### config.mk
export PLATFORM = sky130hd
export DESIGN_NAME = vector_mem_unit_flat
export DESIGN_NICKNAME = d
export VERILOG_FILES = /design/src/rtl/vector_mem_pkg.sv /design/src/rtl/vector_mem_if.sv /design/src/rtl/vec_lane_buffer.sv /design/src/rtl/vector_mem_unit.sv /design/src/flat_wrapper.sv
export SDC_FILE = /design/constraint.sdc
export NUM_CORES = 1
export LEC_CHECK = 0
export BUFFER_PORTS_ARGS = -buffer_cell sky130_fd_sc_hd__buf_2
export CORE_AREA = 2 2 155 157
export DETAILED_ROUTE_END_ITERATION = 12
export DIE_AREA = 0 0 157 159
export GPL_TIMING_DRIVEN = 0
export HOLD_SLACK_MARGIN = 0.12
export PLACE_DENSITY_LB_ADDON = 0.15
export SYNTH_ARGS = -nofsm -noshare
export SYNTH_HDL_FRONTEND = slang
export SYNTH_HIERARCHICAL = 1
export SYNTH_SLANG_ARGS = --single-unit
export TNS_END_PERCENT = 20
### constraint.sdc
create_clock -name clk -period 5.2 [get_ports clk]
set_input_delay 0.78 -clock clk [delete_from_list [all_inputs] [get_ports clk]]
set_output_delay 0.78 -clock clk [all_outputs]
set_load 0.05 [all_outputs]
### src/rtl/vector_mem_pkg.sv
`default_nettype none
// ============================================================================
//  Module      : vector_mem_pkg
//  Description : Shared types and constants for the vector load/store unit.
//                Holds the FSM state type, beat geometry and a lane-slice
//                helper used wherever a 32-bit lane is picked out of a vector.
//  Revision    : 1.0  initial release
// ============================================================================
package vector_mem_pkg;

    localparam int VM_DATA_W  = 128;
    localparam int VM_WORD_W  = 32;
    localparam int BEATS      = VM_DATA_W / VM_WORD_W;
    localparam int WORD_BYTES = VM_WORD_W / 8;
    localparam int BEAT_W     = $clog2(BEATS);

    typedef enum logic [1:0] {
        IDLE = 2'd0,
        XFER = 2'd1,
        WB   = 2'd2,
        DONE = 2'd3
    } state_t;

    // Lane 0 is the least significant word (little-endian lane order).
    function automatic logic [VM_WORD_W-1:0] lane_slice(
        input logic [VM_DATA_W-1:0] v,
        input logic [BEAT_W-1:0]    idx
    );
        return v[idx*VM_WORD_W +: VM_WORD_W];
    endfunction

endpackage
`default_nettype wire

### src/rtl/vector_mem_if.sv
`default_nettype none
// ============================================================================
//  Module      : vector_mem_if
//  Description : Word-wide data-memory beat bus between the vector load/store
//                unit (master) and data memory (slave).
//  Revision    : 1.0  initial release
// ============================================================================
interface vector_mem_if #(
    parameter int ADDR_W = 32,
    parameter int WORD_W = 32
);
    logic              mem_req;
    logic              mem_we;
    logic [ADDR_W-1:0] mem_addr;
    logic [WORD_W-1:0] mem_wdata;
    logic [WORD_W-1:0] mem_rdata;
    logic              mem_ready;

    modport master (
        output mem_req, mem_we, mem_addr, mem_wdata,
        input  mem_rdata, mem_ready
    );

    modport slave (
        input  mem_req, mem_we, mem_addr, mem_wdata,
        output mem_rdata, mem_ready
    );
endinterface
`default_nettype wire

### src/rtl/vec_lane_buffer.sv
`default_nettype none
// ============================================================================
//  Module      : vec_lane_buffer
//  Description : 128-bit vector staging register built from 32-bit lanes.
//                Parallel load of the whole vector, per-lane word writes and
//                a word-select read port. Parallel load has priority.
//  Revision    : 1.0  initial release
// ============================================================================
module vec_lane_buffer
    import vector_mem_pkg::*;
(
    input  wire logic                 clk,
    input  wire logic                 rst_n,
    input  wire logic                 load_en,
    input  wire logic [VM_DATA_W-1:0] load_data,
    input  wire logic [BEATS-1:0]     lane_we,
    input  wire logic [VM_WORD_W-1:0] lane_wdata,
    input  wire logic [BEAT_W-1:0]    rd_sel,
    output logic      [VM_WORD_W-1:0] rd_word,
    output logic      [VM_DATA_W-1:0] q
);

    generate
        for (genvar g = 0; g < BEATS; g++) begin : g_lane
            logic [VM_WORD_W-1:0] r_word;

            // One lane: whole-vector load wins over a single-lane write
            always_ff @(posedge clk or negedge rst_n) begin
                if (!rst_n) begin
                    r_word <= '0;
                end else if (load_en) begin
                    r_word <= load_data[g*VM_WORD_W +: VM_WORD_W];
                end else if (lane_we[g]) begin
                    r_word <= lane_wdata;
                end
            end

            assign q[g*VM_WORD_W +: VM_WORD_W] = r_word;
        end
    endgenerate

    assign rd_word = lane_slice(q, rd_sel);

endmodule
`default_nettype wire

### src/rtl/vector_mem_unit.sv
`default_nettype none
// ============================================================================
//  Module      : vector_mem_unit
//  Description : Vector load/store unit. Moves one 128-bit vector register
//                to/from 32-bit data memory as four word beats. Loads gather
//                four words and write the register file once; stores scatter
//                the latched register value as four word writes.
//  Revision    : 1.0  initial release
// ============================================================================
module vector_mem_unit
    import vector_mem_pkg::*;
#(
    parameter int DATA_W = 128,
    parameter int WORD_W = 32,
    parameter int ADDR_W = 32,
    parameter int REG_AW = 5
) (
    input  wire logic              clk,
    input  wire logic              rst_n,
    input  wire logic              start,
    input  wire logic              is_store,
    input  wire logic [ADDR_W-1:0] base_addr,
    input  wire logic [REG_AW-1:0] vreg,
    input  wire logic [DATA_W-1:0] store_data,
    output logic                   busy,
    output logic                   done,
    output logic                   vrf_wre,
    output logic      [REG_AW-1:0] vrf_a3,
    output logic      [DATA_W-1:0] vrf_wd3,
    vector_mem_if.master           mem_bus
);

    state_t              r_state;
    state_t              w_state_nxt;
    logic [BEAT_W-1:0]   r_beat;
    logic                r_is_store;
    logic [ADDR_W-1:0]   r_base;
    logic [REG_AW-1:0]   r_vreg;

    logic                w_accept;
    logic                w_beat_done;
    logic                w_last_beat;
    logic [BEATS-1:0]    w_lane_we;
    logic [WORD_W-1:0]   w_rd_word;
    logic [DATA_W-1:0]   w_buf_q;
    logic [DATA_W-1:0]   w_load_data;

    assign w_accept    = (r_state == IDLE) && start;
    assign w_beat_done = (r_state == XFER) && mem_bus.mem_ready;
    assign w_last_beat = (r_beat == BEAT_W'(BEATS - 1));

    // Stores preload the buffer with the register value; loads start from a
    // clean buffer so no stale data from an earlier operation can leak.
    assign w_load_data = is_store ? store_data : '0;

    // State register
    always_ff @(posedge clk or negedge rst_n) begin
        if (!rst_n) begin
            r_state <= IDLE;
        end else begin
            r_state <= w_state_nxt;
        end
    end

    // Next-state decode; start is only looked at in IDLE
    always_comb begin
        w_state_nxt = r_state;
        unique case (r_state)
            IDLE: if (start) w_state_nxt = XFER;
            XFER: if (w_beat_done && w_last_beat) w_state_nxt = r_is_store ? DONE : WB;
            WB:   w_state_nxt = DONE;
            DONE: w_state_nxt = IDLE;
            default: w_state_nxt = IDLE;
        endcase
    end

    // Command latch and beat counter; the beat only advances on an accepted beat
    always_ff @(posedge clk or negedge rst_n) begin
        if (!rst_n) begin
            r_beat     <= '0;
            r_is_store <= 1'b0;
            r_base     <= '0;
            r_vreg     <= '0;
        end else if (w_accept) begin
            r_beat     <= '0;
            r_is_store <= is_store;
            r_base     <= base_addr;
            r_vreg     <= vreg;
        end else if (w_beat_done) begin
            r_beat     <= w_last_beat ? '0 : r_beat + 1'b1;
        end
    end

    // Load beats capture memory read data into the lane being transferred
    always_comb begin
        w_lane_we = '0;
        if (w_beat_done && !r_is_store) begin
            w_lane_we[r_beat] = 1'b1;
        end
    end

    vec_lane_buffer u_buf (
        .clk        (clk),
        .rst_n      (rst_n),
        .load_en    (w_accept),
        .load_data  (w_load_data),
        .lane_we    (w_lane_we),
        .lane_wdata (mem_bus.mem_rdata),
        .rd_sel     (r_beat),
        .rd_word    (w_rd_word),
        .q          (w_buf_q)
    );

    // Memory side: everything decodes from registered state, so a stalled
    // beat (mem_ready low) naturally holds address and data steady.
    assign mem_bus.mem_req   = (r_state == XFER);
    assign mem_bus.mem_we    = (r_state == XFER) && r_is_store;
    assign mem_bus.mem_addr  = (r_state == XFER)
                             ? r_base + (ADDR_W'(r_beat) * ADDR_W'(WORD_BYTES))
                             : '0;
    assign mem_bus.mem_wdata = (r_state == XFER) ? w_rd_word : '0;

    // Register-file write port samples on the falling edge, hence purely
    // registered sources with no input-to-output path.
    assign vrf_wre = (r_state == WB);
    assign vrf_a3  = (r_state == WB) ? r_vreg  : '0;
    assign vrf_wd3 = (r_state == WB) ? w_buf_q : '0;

    assign busy = (r_state != IDLE);
    assign done = (r_state == DONE);

endmodule
`default_nettype wire
### src/flat_wrapper.sv
// flat-port wrapper written by rule: the top's interface ports become plain ports
module vector_mem_unit_flat import vector_mem_pkg::*;
#(
    parameter int DATA_W = 128,
    parameter int WORD_W = 32,
    parameter int ADDR_W = 32,
    parameter int REG_AW = 5
)
  (clk, rst_n, start, is_store, base_addr, vreg, store_data, busy, done, vrf_wre, vrf_a3, vrf_wd3, mem_bus_mem_req, mem_bus_mem_we, mem_bus_mem_addr, mem_bus_mem_wdata, mem_bus_mem_rdata, mem_bus_mem_ready);
  vector_mem_if #(.ADDR_W(ADDR_W), .WORD_W(WORD_W)) mem_bus_i ();
  input  wire logic clk;
  input  wire logic rst_n;
  input  wire logic start;
  input  wire logic is_store;
  input  wire logic [ADDR_W-1:0] base_addr;
  input  wire logic [REG_AW-1:0] vreg;
  input  wire logic [DATA_W-1:0] store_data;
  output logic busy;
  output logic done;
  output logic vrf_wre;
  output logic      [REG_AW-1:0] vrf_a3;
  output logic      [DATA_W-1:0] vrf_wd3;
  output wire logic [$bits(mem_bus_i.mem_req)-1:0] mem_bus_mem_req;
  output wire logic [$bits(mem_bus_i.mem_we)-1:0] mem_bus_mem_we;
  output wire logic [$bits(mem_bus_i.mem_addr)-1:0] mem_bus_mem_addr;
  output wire logic [$bits(mem_bus_i.mem_wdata)-1:0] mem_bus_mem_wdata;
  input wire logic [$bits(mem_bus_i.mem_rdata)-1:0] mem_bus_mem_rdata;
  input wire logic [$bits(mem_bus_i.mem_ready)-1:0] mem_bus_mem_ready;
  assign mem_bus_mem_req = mem_bus_i.mem_req;
  assign mem_bus_mem_we = mem_bus_i.mem_we;
  assign mem_bus_mem_addr = mem_bus_i.mem_addr;
  assign mem_bus_mem_wdata = mem_bus_i.mem_wdata;
  assign mem_bus_i.mem_rdata = mem_bus_mem_rdata;
  assign mem_bus_i.mem_ready = mem_bus_mem_ready;
  vector_mem_unit #(.DATA_W(DATA_W), .WORD_W(WORD_W), .ADDR_W(ADDR_W), .REG_AW(REG_AW)) u_core (.clk(clk), .rst_n(rst_n), .start(start), .is_store(is_store), .base_addr(base_addr), .vreg(vreg), .store_data(store_data), .busy(busy), .done(done), .vrf_wre(vrf_wre), .vrf_a3(vrf_a3), .vrf_wd3(vrf_wd3), .mem_bus(mem_bus_i));
endmodule
==> out/qor.txt, run 1 <==
Setup Fix Bufs, Post-CTS = 0
status = complete, no violations
Place WS = 1.723 ns
DRC = 0
CTS tree = done
H-tree Lvls = 4
wirelength, routed = 40.40 mm
area of the multi-input gates = 6389 sq um
dominant cells by area after synthesis = dfrtp_1, and2_1, mux2i_1, o21ai_0, mux4_2
Worst R2R Start = u_core/r_state[0]
Synth top area share = 38.07%
max_cap viols = 0
cell with the most instances after synthesis = and2_1
Min Clock Period, post-route = 3.926 ns
Slew HR = 33.10%
TritonCTS buffer count = 17
Top FF cell, synth = dfrtp_1
hold_buf cts = 0
Psw = 4.140 mW
vias in the first global route = 10590
sequential cell fraction of total power = 29.2%
Final Cycle Share = 75.50%
PwrDens = 571.7 nW/um^2
CP max stage delay = 0.65 ns
syn_area_per_cell = 9.503 sq um
Max Clock Skew = 0.01212 ns
Starting DRT DRC Count = 676
share of power burned in combinational logic = 55.2%
initial antenna violation count = 12
Post-Route Utilization = 61.35%
RD Place Congestion = 0.8680
fin cells = 1940
Top delay family on crit path = simple AND/OR/NAND/NOR gates
register-to-register setup slack = 2.10 ns
Final HPWL DP = 30.10 mm
layout filler cell count = 2115
Yosys warning count = 6
Pwr Total = 8.135 mW
detailed-route via count = 10420
RSZ-0062 raised after global routing = false
Synth area leader = dfrtp_1
Cell variety after synth = 47
Die Span X = 157 um
WP depth = 7
Max Slew Vio Count = 0
Worst setup EP type = output pin
Mapped Area = 11180 sq um
number of placement rows = 56
Layout Nets = 1812
worst slew pin tran = 0.9943 ns
storage element area = 4254 sq um
Die Height = 159 um
Max Freq = 254.7 MHz
DIE AREA = 24960 sq um
# port buffers = 402
Worst Path Max Fanout = 11
post-synthesis sequential area ratio = 38.07%
core footprint = 23190 sq um
final setup fails = 0
startpoint types = flip-flop
Yosys reg bits = 170
dpl cells = 1898
worst r2r dst = u_core/u_buf/g_lane[1].r_word[22]
Clock Latency Late Sink = 0.43 ns
CP required = 4.42 ns
post-route setup slack = 1.274 ns
Initial Utilization = 48.19%
Clock power frac = 15.6%
Worst Setup SP = u_core/r_beat[1]
Net Sw Frac = 50.89%
Top-Level Pins = 404
slowest CP cell = dfrtp_1
first-pass GRT wire length = 60.80 mm
crit path DAT = 3.15 ns
Routed WL per cell = 20.83 um
share of layout cells above drive strength 1 = 33.77%
WP buf/inv = 2
internal cell power = 3.995 mW
Critical Path End = mem_bus_mem_addr[22]
Register-to-Register Path Depth = 8
clk sinks = 170
Layout area overhead = 27.32%
Synth Instances = 1176
Synth Net Count = 1390
maximum vdd drop = 0.0002860 V
DR vias/cell = 5.373
asr flop ratio synth = 100.0%
EDFF count, synth = 0
DRT Pass-1 Iters = 5
CTS root buf = clkbuf_16
CP Class = flip-flop to output pin
gr ovfl total = 0
Hold WC Path Type = input pin to async pin
Max clock buf depth = 2
Final Hold Vio Count = 0
Routed Antenna Nets = 0
Setup TNS = 0 ns
Pleak = 6.540 nW
Synth top cells by count = and2_1, dfrtp_1, nand2_1
overall global routing resource usage = 32.30%
CTS-repair resized insts = 0
largest net degree at the start of global routing = 100
Reg clk slew, reported paths = 0.07 ns
CP Cell Sequence = fa_1 -> and4_1 -> nand4_1 -> buf_6 -> or3_1 -> a21oi_1 -> buf_2
-- state kept, by name (all words and copies together) (netlist names) --
| register | flops |
|---|---|
| u_core/r_state | 2 |
| u_core/r_is_store | 1 |
| u_core/u_buf/g_lane.r_word | 128 |
| u_core/r_vreg | 5 |
| u_core/r_beat | 2 |
| u_core/r_base | 32 |
-- layout by cell type, fill, tap and decap left out, types with 3 or more instances in the layout --
| cell type | Yosys | layout |
|---|---|---|
| nor4_1 | 4 | 4 |
| buf_2 | 14 | 415 |
| or3_1 | 6 | 6 |
| a21oi_1 | 20 | 20 |
| clkinvlp_4 | 0 | 3 |
| ha_1 | 11 | 11 |
| buf_6 | 4 | 4 |
| diode_2 | 0 | 10 |
| inv_1 | 10 | 10 |
| clkbuf_16 | 0 | 17 |
| o21ai_0 | 140 | 140 |
| or4_1 | 7 | 7 |
| dfrtp_1 | 170 | 170 |
| buf_12 | 3 | 3 |
| mux2i_1 | 128 | 128 |
| o31ai_1 | 8 | 8 |
| clkinv_4 | 0 | 5 |
| buf_4 | 12 | 12 |
| nand3_1 | 11 | 11 |
| buf_1 | 4 | 4 |
| and2_1 | 303 | 303 |
| nand4_1 | 4 | 4 |
| xnor2_1 | 5 | 5 |
| nor2_1 | 13 | 13 |
| xor2_1 | 6 | 6 |
| and4_1 | 3 | 3 |
| nand2_1 | 145 | 145 |
| clkbuf_1 | 55 | 56 |
| mux2_2 | 34 | 34 |
| mux4_2 | 30 | 30 |
-- metal layers --
metal / GRT usage, % / wire length (um) / up-vias
met1: 42.07 / 16690 / 5022
met5: 0 / 21 / -
met3: 6.151 / 2844 / 83
met4: 12.84 / 1353 / 4
li1: - / - / 4863
met2: 53.01 / 19490 / 452
-- power by group through the flow --
stage | sequential, mW | clock, mW | combinational [mW]
global route | 2.45 | 1.34 | 4.79
floorplan | 2.18 | 0 | 3.35
finish | 2.38 | 1.27 | 4.49
global placement | 2.35 | 0 | 4.41
detailed placement | 2.38 | 0 | 4.48
CTS | 2.36 | 1.29 | 4.49
-- final cells by class --
class | instances | share of cell area, %
clock buffer | 19 | 3.113
inverter | 11 | 0.2902
sequential | 170 | 29.90
buffer | 93 | 3.456
antenna | 10 | 0.1759
tap | 319 | 2.805
timing repair buffer | 403 | 14.40
clock inverter | 13 | 0.9585
multi-input combinational | 902 | 44.90
-- worst min path at each step --
stage / to / from / cells after the start
finish: u_core/r_base[24] / rst_n / 1
global route: u_core/r_base[24] / rst_n / 1
CTS: u_core/r_base[24] / rst_n / 1
detailed placement: u_core/r_base[1] / u_core/r_base[1] / 1
global placement: u_core/r_base[0] / u_core/r_base[0] / 1
floorplan: u_core/r_base[0] / u_core/r_base[0] / 1
-- logic make-up (layout without fill, tap and decap cells) --
group           after synthesis  in the layout  share of synthesized area (%)
buf+inv                     104            539                          4.769
flops                       170            170                          38.07
mux                         194            194                          21.41
other cells                   0             10                              0
simple gates                512            512                          25.40
fa+ha+maj                    12             12                          1.411
xor+xnor                     11             11                         0.8620
compound gates              173            173                          8.083
-- per-stage QoR --
stage               area, sq um  hold slack (ns)
floorplan                 11180           0.4728
global placement          13590           0.4820
detailed placement        13620           0.4886
CTS                       14200           0.3226
global route              14220           0.3297
finish                    14230           0.2916
No activity file was read; power rests on OpenSTA's default activity.
==> inputs of run 2 (changes only) <==
--- a/config.mk
+++ b/config.mk
@@ -6,9 +6,9 @@
 export NUM_CORES = 1
 export LEC_CHECK = 0
 export BUFFER_PORTS_ARGS = -buffer_cell sky130_fd_sc_hd__buf_2
-export CORE_AREA = 2 2 155 157
+export CORE_AREA = 2 2 156 158
 export DETAILED_ROUTE_END_ITERATION = 12
-export DIE_AREA = 0 0 157 159
+export DIE_AREA = 0 0 158 160
 export GPL_TIMING_DRIVEN = 0
 export HOLD_SLACK_MARGIN = 0.12
 export PLACE_DENSITY_LB_ADDON = 0.15
==> constraint.sdc (replaced) <==
create_clock -name clk -period 4.1 [get_ports clk]
set_input_delay 0.615 -clock clk [delete_from_list [all_inputs] [get_ports clk]]
set_output_delay 0.615 -clock clk [all_outputs]
set_load 0.05 [all_outputs]
==> run 2 against run 1 <==
Net effect: non-clock buffer count did not move; combinational power grew 28%; routed wire length up 0.98%; global-route usage decreased by 0.37 points; clock-buffer cell count shrank 1; utilization decreased by 1.7 points; design area about the same; sequential share of layout area about the same; via count increased by 0.84%; largest cell class unchanged.
==> out/qor.txt, run 2 (same netlist as run 1, synthesis figures left out) <==
Max Clock Skew = 0.01371 ns (was 0.01212 ns)
post-route setup slack = 0.3581 ns (was 1.274 ns)
Hold WC Path Type = input pin to async pin (unchanged)
number of placement rows = 57 (was 56)
Reg clk slew, reported paths = 0.08 ns (was 0.07 ns)
Critical Path End = vrf_wd3[66] (was mem_bus_mem_addr[22])
most common cell after layout, fill and taps aside = buf_2 (unchanged)
vias in the first global route = 10500 (was 10590)
Worst setup EP type = output pin (unchanged)
Initial Utilization = 46.92% (was 48.19%)
DRC = 0 (unchanged)
worst r2r dst = u_core/u_buf/g_lane[1].r_word[23] (was u_core/u_buf/g_lane[1].r_word[22])
CTS-repair resized insts = 0 (unchanged)
DRT Pass-1 Iters = 5 (unchanged)
RD Place Congestion = 0.8518 (was 0.8680)
register-to-register setup slack = 1.02 ns (was 2.10 ns)
clk sinks = 170 (unchanged)
Max Freq = 267.2 MHz
Routed Antenna Nets = 0 (unchanged)
first-pass GRT wire length = 60.58 mm (was 60.80 mm)
Top reg by flops = u_core/u_buf/g_lane.r_word (unchanged)
worst hold slack = 0.1522 ns (was 0.2916 ns)
Top Registers = u_core/u_buf/g_lane.r_word (128), u_core/r_base (32), u_core/r_vreg (5) (unchanged)
hold_buf cts = 0 (unchanged)
Clock Latency Late Sink = 0.43 ns (about the same)
Layout Nets = 1812 (unchanged)
wirelength, routed = 40.80 mm (was 40.40 mm)
Die Span X = 158 um (was 157 um)
CTS root buf = clkbuf_16 (unchanged)
CTS tree = done (unchanged)
final instance area = 14220 sq um (was 14230 sq um)
maximum vdd drop = 0.0003712 V (was 0.0002860 V)
Routed WL per cell = 21.03 um (was 20.83 um)
Setup TNS = 0 ns (unchanged)
Die Height = 160 um (was 159 um)
RSZ-0062 raised after global routing = false (unchanged)
Register-to-Register Path Depth = 9 (was 8)
Min Clock Period, post-route = 3.742 ns
largest net degree at the start of global routing = 89 (was 100)
startpoint types = flip-flop (unchanged)
H-tree Lvls = 4 (unchanged)
status = complete, no violations (unchanged)
DIE AREA = 25280 sq um (was 24960 sq um)
max_cap viols = 0 (unchanged)
Pleak = 6.547 nW (was 6.540 nW)
core footprint = 23820 sq um (was 23190 sq um)
Starting DRT DRC Count = 768 (was 676)
# port buffers = 402 (unchanged)
overall global routing resource usage = 31.93% (was 32.30%)
Final HPWL DP = 30.16 mm (was 30.10 mm)
placed inst area = 13630 sq um (was 13620 sq um)
detailed-route via count = 10510 (was 10420)
initial antenna violation count = 7 (was 12)
Setup Fix Bufs, Post-CTS = 0 (unchanged)
Final Hold Vio Count = 0 (unchanged)
final setup fails = 0 (unchanged)
TritonCTS buffer count = 17 (unchanged)
worst slew pin tran = 1.247 ns (was 0.9943 ns)
crit path DAT = 3.13 ns (was 3.15 ns)
CP Class = flip-flop to output pin (unchanged)
share of layout cells above drive strength 1 = 33.79% (was 33.77%)
Largest register FFs = 128 (unchanged)
PwrDens = 725.5 nW/um^2 (was 571.7 nW/um^2)
Final Cycle Share = 91.26%
Slew HR = 16.09% (was 33.10%)
layout filler cell count = 2283 (was 2115)
Worst Setup SP = u_core/r_state[0] (was u_core/r_beat[1])
Worst Path Max Fanout = 10 (was 11)
Max clock buf depth = 2 (unchanged)
gr ovfl total = 0 (unchanged)
Top-Level Pins = 404 (unchanged)
leading cell types in the layout, fill and taps excluded = buf_2, and2_1, dfrtp_1, nand2_1, o21ai_0 (unchanged)
DR vias/cell = 5.419 (was 5.373)
Post-Route Utilization = 59.70% (was 61.35%)
Max Slew Vio Count = 0 (unchanged)
Worst R2R Start = u_core/r_state[0] (unchanged)
Place WS = 0.8304 ns (was 1.723 ns)
Layout area overhead = 27.24% (was 27.32%)
CP required = 3.48 ns (was 4.42 ns)
## run 2: critical path, cell delays in order (launching register included)
cell and delay, ns:
dfrtp_1 0.40, inv_1 0.16, ha_1 0.52, clkbuf_1 0.56, clkbuf_1 0.54, and2_1 0.22, buf_2 0.29
## run 2: stage by stage
| stage | std cells | total power [mW] |
|---|---|---|
| final | 1940 | 10.32 |
| after global routing | 1937 | 10.86 |
| after CTS | 1934 | 10.33 |
| after detailed placement | 1903 | 8.694 |
| after global placement | 1902 | 8.581 |
| after floorplan | 1176 | 7.019 |
## run 2: layout make-up
class	count	area [sq um]	share of cell area [%]
antenna	6	15.01	0.1056
buffer	93	491.7	3.458
clock buffer	18	439.2	3.088
clock inverter	13	135.1	0.9503
inverter	11	41.29	0.2904
multi-input combinational	902	6389	44.93
sequential	170	4254	29.92
tap	324	405.4	2.851
timing repair buffer	403	2049	14.41
## run 2: how the worst min path moves through the flow
stage | from | to | slack (ns) | cells after the start
final | rst_n | u_core/r_base[19] | 0.15 | 1
after global routing | rst_n | u_core/r_base[19] | 0.19 | 1
after CTS | rst_n | u_core/r_base[19] | 0.18 | 1
after detailed placement | u_core/r_vreg[3] | u_core/r_vreg[3] | 0.49 | 1
after global placement | u_core/r_vreg[4] | u_core/r_vreg[4] | 0.48 | 1
after floorplan | rst_n | u_core/r_base[0] | 0.32 | 0
## run 2: layer usage
layer | vias to the layer above | global-route usage, % | routed length [um]
li1 | 4859 | - | -
met2 | 499 | 53.02 | 19690
met1 | 5083 | 41.92 | 16700
met3 | 69 | 6.269 | 3406
met5 | - | 0 | 7
met4 | 2 | 10.28 | 992
## run 2: where the power goes
part	internal (mW)	switching, mW
Clock	0.869	0.738
Combinational	1.83	3.89
Sequential	2.37	0.618
